File: src/rtl/bit_deserializer_if.sv
// Serial-bit in / assembled-word out bundle for bit_deserializer.
// master drives bits and downstream ready; slave returns the registered word side.
interface bit_deserializer_if #(
  parameter int N = 8
) ();
  localparam int CW = (N > 2) ? $clog2(N) : 1;

  logic          bit_in;
  logic          bit_valid;
  logic          flush;
  logic          word_ready;
  logic [N-1:0]  word_out;
  logic          word_valid;
  logic [CW-1:0] bit_count;
  logic          overrun;

  modport master (
    output bit_in, bit_valid, flush, word_ready,
    input  word_out, word_valid, bit_count, overrun
  );

  modport slave (
    input  bit_in, bit_valid, flush, word_ready,
    output word_out, word_valid, bit_count, overrun
  );
endinterface

File: src/rtl/bit_deserializer.sv
// Shifts serial bits into N-bit words; word registered 1 cycle after the completing bit.
// Single output slot: completion while full and not ready drops the word and sets sticky overrun.
module bit_deserializer #(
  parameter int N         = 8,
  parameter int MSB_FIRST = 1
) (
  input  logic              clk,
  input  logic              n_reset,
  bit_deserializer_if.slave bus
);
  localparam int CW = (N > 2) ? $clog2(N) : 1;

  typedef enum logic {EMPTY, FULL} out_state_t;

  out_state_t    state_q, state_d;
  logic [N-1:0]  shift_q, next_shift;
  logic [N-1:0]  word_q, word_d;
  logic [CW-1:0] count_q;
  logic          overrun_q, overrun_d;
  logic          take, complete;

  always_comb begin
    take     = bus.bit_valid && !bus.flush;
    complete = take && (count_q == CW'(N - 1));
    if (MSB_FIRST != 0) next_shift = {shift_q[N-2:0], bus.bit_in};
    else                next_shift = {bus.bit_in, shift_q[N-1:1]};
  end

  // Collect side: flush wins over bit_valid; count wraps on completion.
  always_ff @(posedge clk) begin
    if (!n_reset) begin
      shift_q <= '0;
      count_q <= '0;
    end else if (bus.flush) begin
      shift_q <= '0;
      count_q <= '0;
    end else if (bus.bit_valid) begin
      shift_q <= next_shift;
      count_q <= complete ? '0 : count_q + CW'(1);
    end
  end

  always_comb begin
    state_d   = state_q;
    word_d    = word_q;
    overrun_d = overrun_q;
    case (state_q)
      EMPTY: begin
        if (complete) begin
          state_d = FULL;
          word_d  = next_shift;
        end
      end
      FULL: begin
        if (complete && bus.word_ready) begin
          word_d = next_shift;
        end else if (complete) begin
          overrun_d = 1'b1;
        end else if (bus.word_ready) begin
          state_d = EMPTY;
        end
      end
      default: state_d = EMPTY;
    endcase
  end

  always_ff @(posedge clk) begin
    if (!n_reset) begin
      state_q   <= EMPTY;
      word_q    <= '0;
      overrun_q <= 1'b0;
    end else begin
      state_q   <= state_d;
      word_q    <= word_d;
      overrun_q <= overrun_d;
    end
  end

  assign bus.word_out   = word_q;
  assign bus.word_valid = (state_q == FULL);
  assign bus.bit_count  = count_q;
  assign bus.overrun    = overrun_q;
endmodule

File: src/flat_wrapper.sv
// flat-port wrapper written by rule: the top's interface ports become plain ports
module bit_deserializer_flat 
#(
  parameter int N         = 8,
  parameter int MSB_FIRST = 1
)
  (clk, n_reset, bus_bit_in, bus_bit_valid, bus_flush, bus_word_ready, bus_word_out, bus_word_valid, bus_bit_count, bus_overrun);
  bit_deserializer_if #(.N(N)) bus_i ();
  input  logic clk;
  input  logic n_reset;
  input wire logic [$bits(bus_i.bit_in)-1:0] bus_bit_in;
  input wire logic [$bits(bus_i.bit_valid)-1:0] bus_bit_valid;
  input wire logic [$bits(bus_i.flush)-1:0] bus_flush;
  input wire logic [$bits(bus_i.word_ready)-1:0] bus_word_ready;
  output wire logic [$bits(bus_i.word_out)-1:0] bus_word_out;
  output wire logic [$bits(bus_i.word_valid)-1:0] bus_word_valid;
  output wire logic [$bits(bus_i.bit_count)-1:0] bus_bit_count;
  output wire logic [$bits(bus_i.overrun)-1:0] bus_overrun;
  assign bus_i.bit_in = bus_bit_in;
  assign bus_i.bit_valid = bus_bit_valid;
  assign bus_i.flush = bus_flush;
  assign bus_i.word_ready = bus_word_ready;
  assign bus_word_out = bus_i.word_out;
  assign bus_word_valid = bus_i.word_valid;
  assign bus_bit_count = bus_i.bit_count;
  assign bus_overrun = bus_i.overrun;
  bit_deserializer #(.N(N), .MSB_FIRST(MSB_FIRST)) u_core (.clk(clk), .n_reset(n_reset), .bus(bus_i));
endmodule
File: config.mk
export PLATFORM = sky130hd
export DESIGN_NAME = bit_deserializer_flat
export DESIGN_NICKNAME = d
export VERILOG_FILES = /design/src/rtl/bit_deserializer_if.sv /design/src/rtl/bit_deserializer.sv /design/src/flat_wrapper.sv
export SDC_FILE = /design/constraint.sdc
export NUM_CORES = 1
export LEC_CHECK = 0
export ABC_AREA = 1
export CAP_MARGIN = 15
export CORE_MARGIN = 2
export CORE_UTILIZATION = 51
export CTS_CLUSTER_DIAMETER = 80
export DETAILED_ROUTE_END_ITERATION = 8
export PLACE_DENSITY_LB_ADDON = 0.15
export SKIP_LAST_GASP = 1
export SYNTH_ARGS = -nofsm -noshare
export SYNTH_HDL_FRONTEND = slang
export SYNTH_SLANG_ARGS = --single-unit
File: constraint.sdc
create_clock -name clk -period 2.25 [get_ports clk]
set_input_delay 0.45 -clock clk [delete_from_list [all_inputs] [get_ports clk]]
set_output_delay 0.45 -clock clk [all_outputs]
set_load 0.02 [all_outputs]
==> out/metrics.cfg, run 1 <==
[clocking]
cts_tree = done
cts_buffer_depth = 2
clockRootBuffer = clkbuf_4
cts_buffers = 3
htreeDepth = 1
cts.clk_slew.worst_paths_ps = 110
cts_resized = 0
cts_setup_buffers = 0
postCtsHoldBufs = 0
cts.sinks = 20
clkLatencyLatePin_ps = 300

[logic_synthesis]
yosysWarningCount = 0
synth-simple-area-share_pct = 27.6
ys_ff_latch = 20
synth.cell_area_um2 = 825
syn-num-nets = 112
synthAdderAreaFrac_pct = 3.03
synthMuxAreaShare_pct = 0
synth_compound_area_share_pct = 12.1
ys_types = 13
syn_area_per_cell_um2 = 7.93
seq_area_frac_synth_pct = 48.6
synthCells = 104
synth_top_family_by_area = simple AND/OR/NAND/NOR gates
synth_xor_area_share_pct = 0

[power_and_ir_drop]
clock_power_share_pct = 34.0
internal_power_w = 0.000477
powerDensity_nw_per_um2 = 583
p_leak_nw = 0.407
power_switching_w = 0.000138
switching_share_pct = 22.4
combPwrFrac_pct = 7.0
p_seq_share_pct = 59.0
vdd_drop_max_v = 0.000409

[floorplanning]
core_um2 = 1510
die-area_um2 = 1950
start_util_pct = 54.7
fp.dieH_um = 44.2
pin_count = 19
rows = 14
die_w_um = 44.2

[min_path]
min_from = u_core.shift_q[6]$_SDFFE_PP0P_
hp-class = flip-flop to flip-flop
min_to = u_core.shift_q[6]$_SDFFE_PP0P_
hold_depth = 2

[layout]
nets = 134
layout.cells.non_filler = 141
area_growth_pct = 27.8
layout_commonest_cell = dfxtp_1
drive_gt1_share_pct = 8.00
diodes = 0
layout_common_cells = dfxtp_1, nor2_1, clkdlybuf4s50_1
utilization_pct = 69.9
fillers = 132

[worst_setup_path]
r2r-end = u_core.bus.word_out[7]$_SDFFE_PN0P_
crit_chain = clkdlybuf4s50_1
required_ps = 1800
r2r_cells = 7
crit_type = flip-flop to output port
cp_top_family = buffers and inverters
crit_buf_inv = 1
critPathMaxStageDelay_ps = 620
reg2reg_from = u_core.bus.bit_count[1]$_SDFFE_PP0P_
arrival_ps = 1300
cp_slowest_cell = clkdlybuf4s50_1
start_kind = flip-flop
crit_fanout = 3
r2r_slack_ps = 910
worstSetupEndpointType = output port

[sta]
max_freq_mhz = 573
holdWs_ps = 478
rsz0062_at_grt = no
finClkSkew_ps = 5.50
period_share_pct = 77.6
tns_ps = 0
fin_crit_ps = 1750
setup_viol = 0
slew_headroom_pct = 72.3
drv_slew = 0
worst_pin_slew_ps = 414
finalHoldViolCount = 0

[route]
drtPass1Iterations = 4
detail_route.vias_per_cell = 4.91
ant_nets = 0
drcViolationCount = 0
wl_per_cell_um = 10.2
wirelength_mm = 1.43
drt_iter0_drc = 8
dr_total_vias = 693

[status]
status = complete, no violations

[grt]
grt_pass1_vias = 601
grtUsageTotal_pct = 17.8
grt_overflow_total = 0
grt_pass1_wl_mm = 2.53
grt_max_degree = 17
antenna_found_initial = 0

[placed_design]
dpl.cell_count = 137
hpwl_mm = 1.14
io_buffer_count = 18
gp_congestion = 0.759

[job]
cap_violations = 0

## power by group through the flow
stage          clock [W]  combinational (W)  sequential [W]
2_1_floorplan          0          0.0000241        0.000371
3_3_place_gp           0          0.0000424        0.000370
3_5_place_dp           0          0.0000431        0.000371
4_1_cts         0.000217          0.0000433        0.000363
5_1_grt         0.000229          0.0000478        0.000364
6_report        0.000209          0.0000430        0.000362
## worst max path at each step
| stage | to | cells past startpoint | start |
|---|---|---|---|
| finish | bus_bit_count[1] | 1 | u_core.bus.bit_count[1]$_SDFFE_PP0P_ |
| global route | bus_bit_count[0] | 1 | u_core.bus.bit_count[0]$_SDFFE_PP0P_ |
| CTS | bus_bit_count[1] | 1 | u_core.bus.bit_count[1]$_SDFFE_PP0P_ |
| global placement | u_core.bus.word_out[7]$_SDFFE_PN0P_ | 7 | bus_bit_valid |
| floorplan | u_core.bus.word_out[0]$_SDFFE_PN0P_ | 7 | u_core.bus.bit_count[1]$_SDFFE_PP0P_ |
| detailed placement | u_core.shift_q[2]$_SDFFE_PP0P_ | 5 | n_reset |
## flip-flops by register name, indices dropped and copies added (netlist names)
signal / count
u_core.bus.bit_count: 3
u_core.bus.overrun: 1
u_core.bus.word_out: 8
u_core.bus.word_valid: 1
u_core.shift_q: 7
## kinds of logic (layout without fill, tap and decap cells)
logic type               count (synthesis)  in the layout
buffers and inverters                   17             38
flip-flops                              20             20
AND/OR/NAND/NOR                         45             45
AO/OA/AOI/OAI                           20             20
adder cells (fa/ha/maj)                  2              2
## final cells by class
class                      count  area [um^2]  share of cell area, %
clock buffer                   4         36.3                   3.44
timing repair buffer          19          188                   17.8
sequential                    20          400                   38.0
multi-input combinational     67          353                   33.5
inverter                      15         56.3                   5.34
tap                           16         20.0                   1.90
## cells in the mapped netlist
master    n  area (um^2)
nand3_1   9         45.0
dfxtp_1  20          400
a21oi_1  12         60.1
nor2_1   18         67.6
nand3_4   1         17.5
nor2_4    2         22.5
o21ai_0   8         40.0
nand2_1  13         48.8
nor2_8    1         20.0
ha_1      2         25.0
buf_4     2         15.0
nand2_2   1         6.26
inv_1    15         56.3
## through the flow
step | power, W | cell area, um^2 | worst slack [ps]
3_5_place_dp | 0.000414 | 1020 | 543
5_1_grt | 0.000640 | 1050 | 433
6_report | 0.000614 | 1050 | 505
2_1_floorplan | 0.000395 | 825 | 906
3_3_place_gp | 0.000413 | 1020 | 574
4_1_cts | 0.000623 | 1050 | 486
## routing by layer
metal  vias up  GRT usage (%)  wire (um)
li1        370              -          -
met1       301           21.7        662
met2        20           28.2        679
met3         2           4.08         71
met4         0           10.9         21
met5         -              0          0
Power figures use the tool's default switching activity.
==> run 2, diff against run 1 <==
CORE_UTILIZATION = 47   (was 51)
clock period = 1.65 ns   (was 2.25 ns; I/O delays follow)
==> out/metrics.cfg, run 2 (synthesis gave the netlist of run 1 again) <==
[power_and_ir_drop]
p_leak_nw = 0.471
powerDensity_nw_per_um2 = 778
vdd_drop_max_v = 0.000544

[layout]
fillers = 166
layout_commonest_cell = dfxtp_1
layout_common_cells = dfxtp_1, nor2_1, inv_1, clkdlybuf4s50_1, nand2_1
diodes = 0
nets = 136
area_growth_pct = 30.7
largest_reg_flops = 8
drive_gt1_share_pct = 9.45

[grt]
grt_pass1_vias = 606
grtUsageTotal_pct = 17.1
grt_max_degree = 12
grt_pass1_wl_mm = 2.56
grt_overflow_total = 0
antenna_found_initial = 0

[worst_setup_path]
r2r_cells = 7
crit_fanout = 3
r2r-end = u_core.bus.word_out[2]$_SDFFE_PN0P_
arrival_ps = 1270
crit_chain = clkdlybuf4s50_1
required_ps = 1320
start_kind = flip-flop
crit_buf_inv = 1
reg2reg_from = u_core.bus.bit_count[0]$_SDFFE_PP0P_
crit_type = flip-flop to output port
cp_top_family = buffers and inverters
r2r_slack_ps = 330
critPathMaxStageDelay_ps = 610
cp_slowest_cell = clkdlybuf4s50_1
worstSetupEndpointType = output port

[clocking]
cts_buffer_depth = 2
cts_buffers = 3
postCtsHoldBufs = 0
cts_setup_buffers = 0
cts_tree = done
cts.clk_slew.worst_paths_ps = 120
clkLatencyLatePin_ps = 300
htreeDepth = 1
clockRootBuffer = clkbuf_4
cts.sinks = 20

[floorplanning]
die_w_um = 45.9
fp.dieH_um = 45.9
start_util_pct = 48.8
core_um2 = 1690
pin_count = 19
die-area_um2 = 2110
rows = 15

[placed_design]
hpwl_mm = 1.17
pre_cts_ws_ps = 91.5
io_buffer_count = 18
gp_congestion = 0.775

[sta]
setup_viol = 0
drv_slew = 0
finClkSkew_ps = 9.98
rsz0062_at_grt = no
period_share_pct = 97.1
slew_headroom_pct = 81.8
fin_crit_ps = 1600
finalHoldViolCount = 0
worst_pin_slew_ps = 272
tns_ps = 0
max_freq_mhz = 624
worst_slack_ps = 47.1

[route]
dr_total_vias = 692
wl_per_cell_um = 10.1
ant_nets = 0
drtPass1Iterations = 4
drcViolationCount = 0
detail_route.vias_per_cell = 4.81
drt_iter0_drc = 9
wirelength_mm = 1.46

[min_path]
min_to = u_core.shift_q[6]$_SDFFE_PP0P_
hold_depth = 2
min_from = u_core.shift_q[6]$_SDFFE_PP0P_
hp-class = flip-flop to flip-flop

[status]
status = complete, no violations

[job]
cap_violations = 0

## run 2: cell count changes in the layout (fill, tap and decap cells not counted), sizes merged
| cell | delta |
|---|---|
| clkdlybuf4s50 | -3 |
| dlymetal6s2s | +3 |
| buf | +2 |
## run 2: worst min-delay path: stages (launching register included)
cell and delay [ps]:
dfxtp_1 320, inv_1 60, a21oi_1 60
## run 2: stage by stage
| stage | hold slack [ps] | utilization, % | cell area [um^2] | total power (W) | std cells |
|---|---|---|---|---|---|
| 2_1_floorplan | 434 | - | 825 | 0.000539 | 104 |
| 3_3_place_gp | 446 | 61.2 | 1030 | 0.000566 | 140 |
| 3_5_place_dp | 449 | 61.2 | 1030 | 0.000567 | 140 |
| 4_1_cts | 466 | 63.3 | 1070 | 0.000849 | 144 |
| 5_1_grt | 474 | 63.8 | 1080 | 0.000875 | 144 |
| 6_report | 468 | 63.8 | 1080 | 0.000838 | 144 |
## run 2: worst max-delay path by stage
stage,startpoint,endpoint,slack [ps],cells past startpoint
2_1_floorplan,u_core.bus.bit_count[1]$_SDFFE_PP0P_,u_core.bus.word_out[0]$_SDFFE_PN0P_,310,7
3_3_place_gp,bus_bit_valid,u_core.bus.word_out[6]$_SDFFE_PN0P_,120,6
3_5_place_dp,bus_bit_valid,u_core.bus.word_out[6]$_SDFFE_PN0P_,90,6
4_1_cts,u_core.bus.bit_count[2]$_SDFFE_PP0P_,bus_bit_count[2],10,1
5_1_grt,u_core.bus.word_valid$_SDFF_PN0_,bus_word_valid,8,1
6_report,u_core.bus.word_valid$_SDFF_PN0_,bus_word_valid,50,1
## run 2: cell type report
type | instances | area (um^2) | share of cell area [%]
clock buffer | 4 | 36.3 | 3.37
inverter | 15 | 56.3 | 5.23
multi-input combinational | 67 | 353 | 32.8
sequential | 20 | 400 | 37.2
tap | 17 | 21.3 | 1.97
timing repair buffer | 21 | 210 | 19.5
## run 2: power breakdown
group	internal [W]	total [W]	switching (W)	leakage, nW
combinational	0.0000264	0.0000616	0.0000352	0.288
sequential	0.000490	0.000494	0.00000399	0.162
clock	0.000135	0.000282	0.000148	0.0210
## run 2: repair_timing
action | in CTS | in global routing
endpoints found under the hold margin | 0 | 0
endpoints found under the setup margin | 0 | 3
gates resized for setup | 0 | 3
## run 2: metal layers
layer	part of all wire [%]	routed length, um	up-vias	GRT usage, %
met4	0.89	13	0	10.3
li1	-	-	375	-
met5	0	0	-	0
met2	49	710	10	26.4
met3	3.1	45	2	2.38
met1	47	692	305	22.4
